`config.mk`:
```
export PLATFORM = sky130hd
export DESIGN_NAME = sun_tracker_flat
export DESIGN_NICKNAME = d
export VERILOG_FILES = /design/src/rtl/sun_tracker_if.sv /design/src/rtl/sun_tracker.sv /design/src/flat_wrapper.sv
export SDC_FILE = /design/constraint.sdc
export NUM_CORES = 1
export LEC_CHECK = 0
export BUFFER_PORTS_ARGS = -buffer_cell sky130_fd_sc_hd__buf_2
export CORE_UTILIZATION = 50
export CTS_CLUSTER_SIZE = 10
export DETAILED_ROUTE_END_ITERATION = 16
export GPL_TIMING_DRIVEN = 1
export PLACE_DENSITY = 0.77
export SLEW_MARGIN = 20
export SYNTH_ARGS = -nofsm -noshare
export SYNTH_HDL_FRONTEND = slang
export SYNTH_SLANG_ARGS = --single-unit
```
`constraint.sdc`:
```
create_clock -name clk -period 5.1 [get_ports clk]
set_input_delay 1.02 -clock clk [delete_from_list [all_inputs] [get_ports clk]]
set_output_delay 1.02 -clock clk [all_outputs]
set_load 0.03 [all_outputs]
```
`src/rtl/sun_tracker_if.sv`:
```
// sun_tracker_if: lux inputs, stepper step/direction outputs and status of the solar tracker.
interface sun_tracker_if;
    logic        enable;
    logic [15:0] n_lux, e_lux, s_lux, w_lux;
    logic        az_step, az_dir, el_step, el_dir;
    logic [11:0] az_pos, el_pos;
    logic        busy, night;
    modport master (
        output enable, n_lux, e_lux, s_lux, w_lux,
        input  az_step, az_dir, el_step, el_dir, az_pos, el_pos, busy, night
    );
    modport slave (
        input  enable, n_lux, e_lux, s_lux, w_lux,
        output az_step, az_dir, el_step, el_dir, az_pos, el_pos, busy, night
    );
endinterface

```
`src/rtl/sun_tracker.sv`:
```
// sun_tracker: two-axis tracker issuing at most one step per axis toward the brighter side per tick.
// Define SUN_TRACKER_NIGHT_HOME_EN to park at home after NIGHT_EVALS consecutive dark evaluations.
module sun_tracker #(
    parameter int EVAL_PERIOD = 1000000,
    parameter int DEADBAND    = 50,
    parameter int STEP_HIGH   = 100,
    parameter int STEP_LOW    = 100,
    parameter int AZ_MAX      = 2000,
    parameter int EL_MAX      = 500,
    parameter int NIGHT_LUX   = 40,
    parameter int NIGHT_EVALS = 8
) (
    input logic          clk,
    input logic          rst,
    sun_tracker_if.slave bus
);
    localparam int TW = $clog2(EVAL_PERIOD);
    localparam int PW = $clog2((STEP_HIGH > STEP_LOW ? STEP_HIGH : STEP_LOW) + 1);
    localparam logic signed [16:0] DB_P = 17'(DEADBAND);
    localparam logic signed [16:0] DB_N = -DB_P;
    localparam logic [11:0] AZ_TOP = 12'(AZ_MAX);
    localparam logic [11:0] EL_TOP = 12'(EL_MAX);

`ifdef SUN_TRACKER_NIGHT_HOME_EN
    typedef enum logic [2:0] {IDLE, EVAL, AZ_HI, AZ_LO, EL_HI, EL_LO, HOME} state_t;
`else
    typedef enum logic [2:0] {IDLE, EVAL, AZ_HI, AZ_LO, EL_HI, EL_LO} state_t;
`endif

    state_t             r_state;
    logic [TW-1:0]      r_tick;
    logic [PW-1:0]      r_ph;
    logic [15:0]        r_n, r_e, r_s, r_w;
    logic               r_az_step, r_az_dir, r_el_step, r_el_dir, r_el_req;
    logic [11:0]        r_az_pos, r_el_pos;
    logic               w_tick, w_hi_end, w_lo_end;
    logic               w_az_up, w_az_req, w_el_up, w_el_req;
    logic signed [16:0] w_diff_ew, w_diff_ns;
    state_t             w_eval_nx, w_az_lo_nx, w_el_lo_nx;

    assign w_tick    = bus.enable && r_tick == TW'(EVAL_PERIOD - 1);
    assign w_hi_end  = r_ph == PW'(STEP_HIGH - 1);
    assign w_lo_end  = r_ph == PW'(STEP_LOW - 1);
    assign w_diff_ew = {1'b0, r_e} - {1'b0, r_w};
    assign w_diff_ns = {1'b0, r_n} - {1'b0, r_s};
    assign w_az_up   = w_diff_ew > DB_P && r_az_pos < AZ_TOP;
    assign w_az_req  = w_az_up || (w_diff_ew < DB_N && r_az_pos != 12'd0);
    assign w_el_up   = w_diff_ns > DB_P && r_el_pos < EL_TOP;
    assign w_el_req  = w_el_up || (w_diff_ns < DB_N && r_el_pos != 12'd0);

`ifdef SUN_TRACKER_NIGHT_HOME_EN
    localparam int NW = $clog2(NIGHT_EVALS + 1);
    logic          r_night;
    logic [NW-1:0] r_ncnt, w_ncnt_nx;
    logic [17:0]   w_sum;
    logic          w_home;
    assign w_sum      = 18'(r_n) + 18'(r_e) + 18'(r_s) + 18'(r_w);
    assign w_ncnt_nx  = w_sum >= 18'(NIGHT_LUX) ? '0 :
                        r_ncnt == NW'(NIGHT_EVALS) ? r_ncnt : r_ncnt + 1'b1;
    assign w_home     = w_ncnt_nx == NW'(NIGHT_EVALS);
    // Once parked-night is set, every LO phase returns to HOME until both axes reach 0.
    assign w_eval_nx  = w_home ? HOME : w_az_req ? AZ_HI : w_el_req ? EL_HI : IDLE;
    assign w_az_lo_nx = r_night ? HOME : r_el_req ? EL_HI : IDLE;
    assign w_el_lo_nx = r_night ? HOME : IDLE;
    assign bus.night  = r_night;
`else
    assign w_eval_nx  = w_az_req ? AZ_HI : w_el_req ? EL_HI : IDLE;
    assign w_az_lo_nx = r_el_req ? EL_HI : IDLE;
    assign w_el_lo_nx = IDLE;
    assign bus.night  = 1'b0;
`endif

    assign bus.az_step = r_az_step;
    assign bus.az_dir  = r_az_dir;
    assign bus.el_step = r_el_step;
    assign bus.el_dir  = r_el_dir;
    assign bus.az_pos  = r_az_pos;
    assign bus.el_pos  = r_el_pos;
    assign bus.busy    = r_state != IDLE;

    always_ff @(posedge clk)
        if (rst || !bus.enable) r_tick <= '0;
        else r_tick <= w_tick ? '0 : r_tick + 1'b1;

    always_ff @(posedge clk) begin
        if (rst) begin
            r_state   <= IDLE;
            r_ph      <= '0;
            r_n       <= '0;
            r_e       <= '0;
            r_s       <= '0;
            r_w       <= '0;
            r_az_step <= 1'b0;
            r_az_dir  <= 1'b0;
            r_el_step <= 1'b0;
            r_el_dir  <= 1'b0;
            r_el_req  <= 1'b0;
            r_az_pos  <= '0;
            r_el_pos  <= '0;
`ifdef SUN_TRACKER_NIGHT_HOME_EN
            r_night   <= 1'b0;
            r_ncnt    <= '0;
`endif
        end else begin
            case (r_state)
                IDLE: if (w_tick) begin
                    r_n     <= bus.n_lux;
                    r_e     <= bus.e_lux;
                    r_s     <= bus.s_lux;
                    r_w     <= bus.w_lux;
                    r_state <= EVAL;
                end
                EVAL: begin
                    r_az_dir  <= w_az_up;
                    r_el_dir  <= w_el_up;
                    r_el_req  <= w_el_req;
                    r_ph      <= '0;
                    r_az_step <= w_eval_nx == AZ_HI;
                    r_el_step <= w_eval_nx == EL_HI;
                    r_state   <= w_eval_nx;
`ifdef SUN_TRACKER_NIGHT_HOME_EN
                    r_ncnt    <= w_ncnt_nx;
                    r_night   <= w_home;
`endif
                end
                AZ_HI: begin
                    r_ph <= w_hi_end ? '0 : r_ph + 1'b1;
                    if (w_hi_end) begin
                        r_az_step <= 1'b0;
                        r_az_pos  <= r_az_dir ? r_az_pos + 1'b1 : r_az_pos - 1'b1;
                        r_state   <= AZ_LO;
                    end
                end
                AZ_LO: begin
                    r_ph <= w_lo_end ? '0 : r_ph + 1'b1;
                    if (w_lo_end) begin
                        r_el_step <= w_az_lo_nx == EL_HI;
                        r_state   <= w_az_lo_nx;
                    end
                end
                EL_HI: begin
                    r_ph <= w_hi_end ? '0 : r_ph + 1'b1;
                    if (w_hi_end) begin
                        r_el_step <= 1'b0;
                        r_el_pos  <= r_el_dir ? r_el_pos + 1'b1 : r_el_pos - 1'b1;
                        r_state   <= EL_LO;
                    end
                end
                EL_LO: begin
                    r_ph <= w_lo_end ? '0 : r_ph + 1'b1;
                    if (w_lo_end) r_state <= w_el_lo_nx;
                end
`ifdef SUN_TRACKER_NIGHT_HOME_EN
                HOME: begin
                    r_az_dir  <= 1'b0;
                    r_el_dir  <= 1'b0;
                    r_ph      <= '0;
                    r_az_step <= r_az_pos != 12'd0;
                    r_el_step <= r_az_pos == 12'd0 && r_el_pos != 12'd0;
                    r_state   <= r_az_pos != 12'd0 ? AZ_HI : r_el_pos != 12'd0 ? EL_HI : IDLE;
                end
`endif
                default: r_state <= IDLE;
            endcase
        end
    end
endmodule
```
`src/flat_wrapper.sv`:
```
// flat-port wrapper written by rule: the top's interface ports become plain ports
module sun_tracker_flat 
#(
    parameter int EVAL_PERIOD = 1000000,
    parameter int DEADBAND    = 50,
    parameter int STEP_HIGH   = 100,
    parameter int STEP_LOW    = 100,
    parameter int AZ_MAX      = 2000,
    parameter int EL_MAX      = 500,
    parameter int NIGHT_LUX   = 40,
    parameter int NIGHT_EVALS = 8
)
  (clk, rst, bus_enable, bus_n_lux, bus_e_lux, bus_s_lux, bus_w_lux, bus_az_step, bus_az_dir, bus_el_step, bus_el_dir, bus_az_pos, bus_el_pos, bus_busy, bus_night);
  sun_tracker_if bus_i ();
  input logic clk;
  input logic rst;
  input wire logic [$bits(bus_i.enable)-1:0] bus_enable;
  input wire logic [$bits(bus_i.n_lux)-1:0] bus_n_lux;
  input wire logic [$bits(bus_i.e_lux)-1:0] bus_e_lux;
  input wire logic [$bits(bus_i.s_lux)-1:0] bus_s_lux;
  input wire logic [$bits(bus_i.w_lux)-1:0] bus_w_lux;
  output wire logic [$bits(bus_i.az_step)-1:0] bus_az_step;
  output wire logic [$bits(bus_i.az_dir)-1:0] bus_az_dir;
  output wire logic [$bits(bus_i.el_step)-1:0] bus_el_step;
  output wire logic [$bits(bus_i.el_dir)-1:0] bus_el_dir;
  output wire logic [$bits(bus_i.az_pos)-1:0] bus_az_pos;
  output wire logic [$bits(bus_i.el_pos)-1:0] bus_el_pos;
  output wire logic [$bits(bus_i.busy)-1:0] bus_busy;
  output wire logic [$bits(bus_i.night)-1:0] bus_night;
  assign bus_i.enable = bus_enable;
  assign bus_i.n_lux = bus_n_lux;
  assign bus_i.e_lux = bus_e_lux;
  assign bus_i.s_lux = bus_s_lux;
  assign bus_i.w_lux = bus_w_lux;
  assign bus_az_step = bus_i.az_step;
  assign bus_az_dir = bus_i.az_dir;
  assign bus_el_step = bus_i.el_step;
  assign bus_el_dir = bus_i.el_dir;
  assign bus_az_pos = bus_i.az_pos;
  assign bus_el_pos = bus_i.el_pos;
  assign bus_busy = bus_i.busy;
  assign bus_night = bus_i.night;
  sun_tracker #(.EVAL_PERIOD(EVAL_PERIOD), .DEADBAND(DEADBAND), .STEP_HIGH(STEP_HIGH), .STEP_LOW(STEP_LOW), .AZ_MAX(AZ_MAX), .EL_MAX(EL_MAX), .NIGHT_LUX(NIGHT_LUX), .NIGHT_EVALS(NIGHT_EVALS)) u_core (.clk(clk), .rst(rst), .bus(bus_i));
endmodule
```
==> run_results.csv <==
group,metric,value,unit
detailed_routing,post_drt_wl_per_cell,13.6,um
floorplanning,chipWidth,124,um
detailed_routing,vias_per_cell,5.42,
timing,timing_worst_slew_pin_value,882,ps
detailed_routing,wirelength,17.0,mm
clocking,cts_hold_buf,0,
timing,fin_setup_tns,0,ps
timing,period_share,0.650,
timing,whs,449,ps
clocking,post-cts-setup-buffers,0,
timing,rsz0062_at_grt,"false",
global_routing,grt-ovfl-total,0,
detailed_routing,drt_first_pass_iters,4,
clocking,root_buffer,"clkbuf_16",
yosys,yosysSeqAreaShare,0.331,
final_layout,drive_gt1_frac,0.127,
global_routing,grt_usage,0.235,
clocking,cts_inserted_buffers,17,
clocking,cts_sinks,123,
clocking,cts_tree,"built",
floorplanning,start_util,0.513,
clocking,htree_levels,4,
final_layout,n_antenna_cell,0,
timing,finalWorstSetupSlack,1780,ps
timing,fin_crit,3320,ps
yosys,synth-main-ff-cell,"dfxtp_1",
worst_setup_path,start_kind,"register",
detailed_routing,drc_errors,0,
detailed_routing,dr.first_iter.drc_count,438,
place,place_ws,1880,ps
worst_setup_path,slowest_stage,"or4_1",
timing,hold_viol,0,
yosys,async_reset_ff_frac,0,
yosys,ys_types,68,
worst_setup_path,cp.arrival,3650,ps
place,dp_cells,1220,
power,p_per_area,272,mW/mm^2
floorplanning,ios,97,
yosys,synth-edff-count,0,
job,maxCapViolations,0,
yosys,syn_nets,1106,
final_layout,area_growth,16.2,%
worst_setup_path,cp_cell_sequence,"inv_1, ha_1, fa_1, nand2b_1, a211oi_2, a21oi_1, o21bai_1, xor2_1, nand4_1, or4_1, a32oi_2, o211ai_1, a31oi_1",
worst_hold_path,min_path_type,"register to register",
final_layout,nNetsFinal,1180,
yosys,ys_ff_latch,123,
place,io_buffers,95,
worst_setup_path,cp_data_required_time,5440,ps
final_layout,fin_cells,1251,
clocking,ctsResizeCount,0,
place,hpwl,12.0,mm
clocking,cts.clk_slew.worst_paths,50,ps
clocking,clockBufferDepth,2,
yosys,syn_area,0.00745,mm^2
global_routing,grt_pass1_wl,28.5,mm
timing,fin_skew,4.96,ps
floorplanning,die-area,0.0154,mm^2
yosys,yosysWarnings,0,
final_layout,fill_cells,1370,
floorplanning,core_region_area,0.0145,mm^2
yosys,synth.avg_cell_area,7.59,um^2
power,ir_drop,0.262,mV
worst_setup_path,cpPeakStageDelay,500,ps
worst_setup_path,crit_type,"register to register",
power,p_leak,3.52,nW
clocking,clock_latency,420,ps
timing,maxSlewHeadroom,0.410,
global_routing,antenna_found_initial,0,
detailed_routing,dr_total_vias,6786,
timing,slew_viol_final,0,
timing,finalSetupViolCount,0,
place,gp_congestion,0.876,
floorplanning,rows,44,
floorplanning,die_h,124,um
detailed_routing,antenna_left,0,
worst_setup_path,end_kind,"register",
worst_setup_path,cp_max_fo,4,
yosys,netlist_instances,981,
outcome,status,"complete, no violations",
global_routing,grt_start_max_net_pins,85,
timing,fmax,302,MHz
power,power.total,2.35,mW
global_routing,grt_pass1_vias,6154,
[sequential cells by signal, indices dropped and copies added (netlist names), 3 cells and up]
register,flops
u_core.r_s,16
u_core.r_e,16
u_core.r_tick,20
u_core.bus.az_pos,12
u_core.r_state,3
u_core.bus.el_pos,12
u_core.r_ph,7
u_core.r_w,16
u_core.r_n,16
[per-stage QoR]
step / utilization / area (um^2)
after global routing: 0.596 / 8660
after global placement: 0.551 / 8010
after floorplan: - / 7450
final: 0.596 / 8660
after detailed placement: 0.551 / 8010
after CTS: 0.596 / 8660
[metal layers]
layer,share of wire,track usage,vias to the layer above
li1,-,-,3535
met1,0.48,0.306,3124
met2,0.46,0.378,103
met3,0.038,0.0508,24
met4,0.016,0.0848,0
met5,0,0,-
[kinds of logic after synthesis]
logic type | after synthesis | synth area share
AO/OA/AOI/OAI | 237 | 0.196
XOR/XNOR | 64 | 0.0752
adder cells (fa/ha/maj) | 58 | 0.101
buffers and inverters | 103 | 0.0544
flip-flops | 123 | 0.331
multiplexers | 5 | 0.00689
other | 1 | 0.000503
AND/OR/NAND/NOR | 390 | 0.235
[path summary, 6_finish.rpt]
path                         startpoint                             end  slack [ps]  cells after the start
min          u_core.r_n[0]$_SDFFE_PP0P_      u_core.r_n[0]$_SDFFE_PP0P_         450                      2
max          u_core.r_e[0]$_SDFFE_PP0P_  u_core.r_state[2]$_SDFFE_PP0P_        1780                     13
min reg2reg  u_core.r_n[0]$_SDFFE_PP0P_      u_core.r_n[0]$_SDFFE_PP0P_         450                      2
max reg2reg  u_core.r_e[0]$_SDFFE_PP0P_  u_core.r_state[2]$_SDFFE_PP0P_        1780                     13
[critical path, delay by kind of cell (launching register included)]
kind                     cells  cell delay, ps
XOR/XNOR                     1             240
flip-flops                   1             320
AO/OA/AOI/OAI                6            1220
buffers and inverters        1              40
adder cells (fa/ha/maj)      2             590
AND/OR/NAND/NOR              3             810
[cells in the mapped netlist (5+ instances only)]
cell type | instances | area, um^2
a211oi_1 | 5 | 37.5
a21o_1 | 12 | 90.1
a21oi_1 | 132 | 661
and3_1 | 8 | 50.1
clkbuf_1 | 38 | 143
dfxtp_1 | 123 | 2460
ha_1 | 54 | 676
inv_1 | 60 | 225
nand2_1 | 166 | 623
nand2b_1 | 8 | 50.1
nand3_1 | 31 | 155
nand4_1 | 16 | 100
nor2_1 | 101 | 379
nor2b_1 | 6 | 37.5
nor3_1 | 18 | 90.1
nor4_1 | 7 | 43.8
o21a_1 | 7 | 52.6
o21ai_0 | 33 | 165
o21bai_1 | 5 | 37.5
xnor2_1 | 35 | 307
xor2_1 | 29 | 254
[final cells by class]
| type | count | area (um^2) | area share |
|---|---|---|---|
| multi-input combinational | 755 | 4590 | 0.530 |
| sequential | 123 | 2460 | 0.284 |
| clock inverter | 8 | 190 | 0.0220 |
| tap | 184 | 230 | 0.0266 |
| clock buffer | 23 | 458 | 0.0529 |
| inverter | 60 | 225 | 0.0260 |
| timing repair buffer | 98 | 500 | 0.0578 |
[cell usage in the layout, fill, tap and decap left out, types with 3 or more instances in the layout]
cell / count
nand2_1: 166
a21oi_1: 132
dfxtp_1: 123
nor2_1: 100
buf_2: 94
inv_1: 60
ha_1: 54
xnor2_1: 35
o21ai_0: 33
nand3_1: 31
xor2_1: 29
nor3_1: 18
clkbuf_16: 17
nand4_1: 16
a21o_1: 12
and3_1: 8
nand2b_1: 8
nor4_1: 7
o21a_1: 7
nor2b_1: 6
bufinv_16: 6
o21bai_1: 5
a211oi_1: 5
clkbuf_1: 5
nand4b_1: 4
o211ai_1: 4
or3_1: 4
mux2i_1: 4
fa_1: 4
buf_4: 4
nor4b_1: 3
a311oi_1: 3
nor3b_1: 3
nand3b_1: 3
and4_1: 3
and2_1: 3
o311ai_0: 3
[where the power goes]
part | total [mW] | internal [mW] | switching (mW)
registers | 0.963 | 0.962 | 0.000632
logic | 0.0453 | 0.0198 | 0.0255
clock network | 1.34 | 0.924 | 0.419
(Power assumes the default switching activity.)
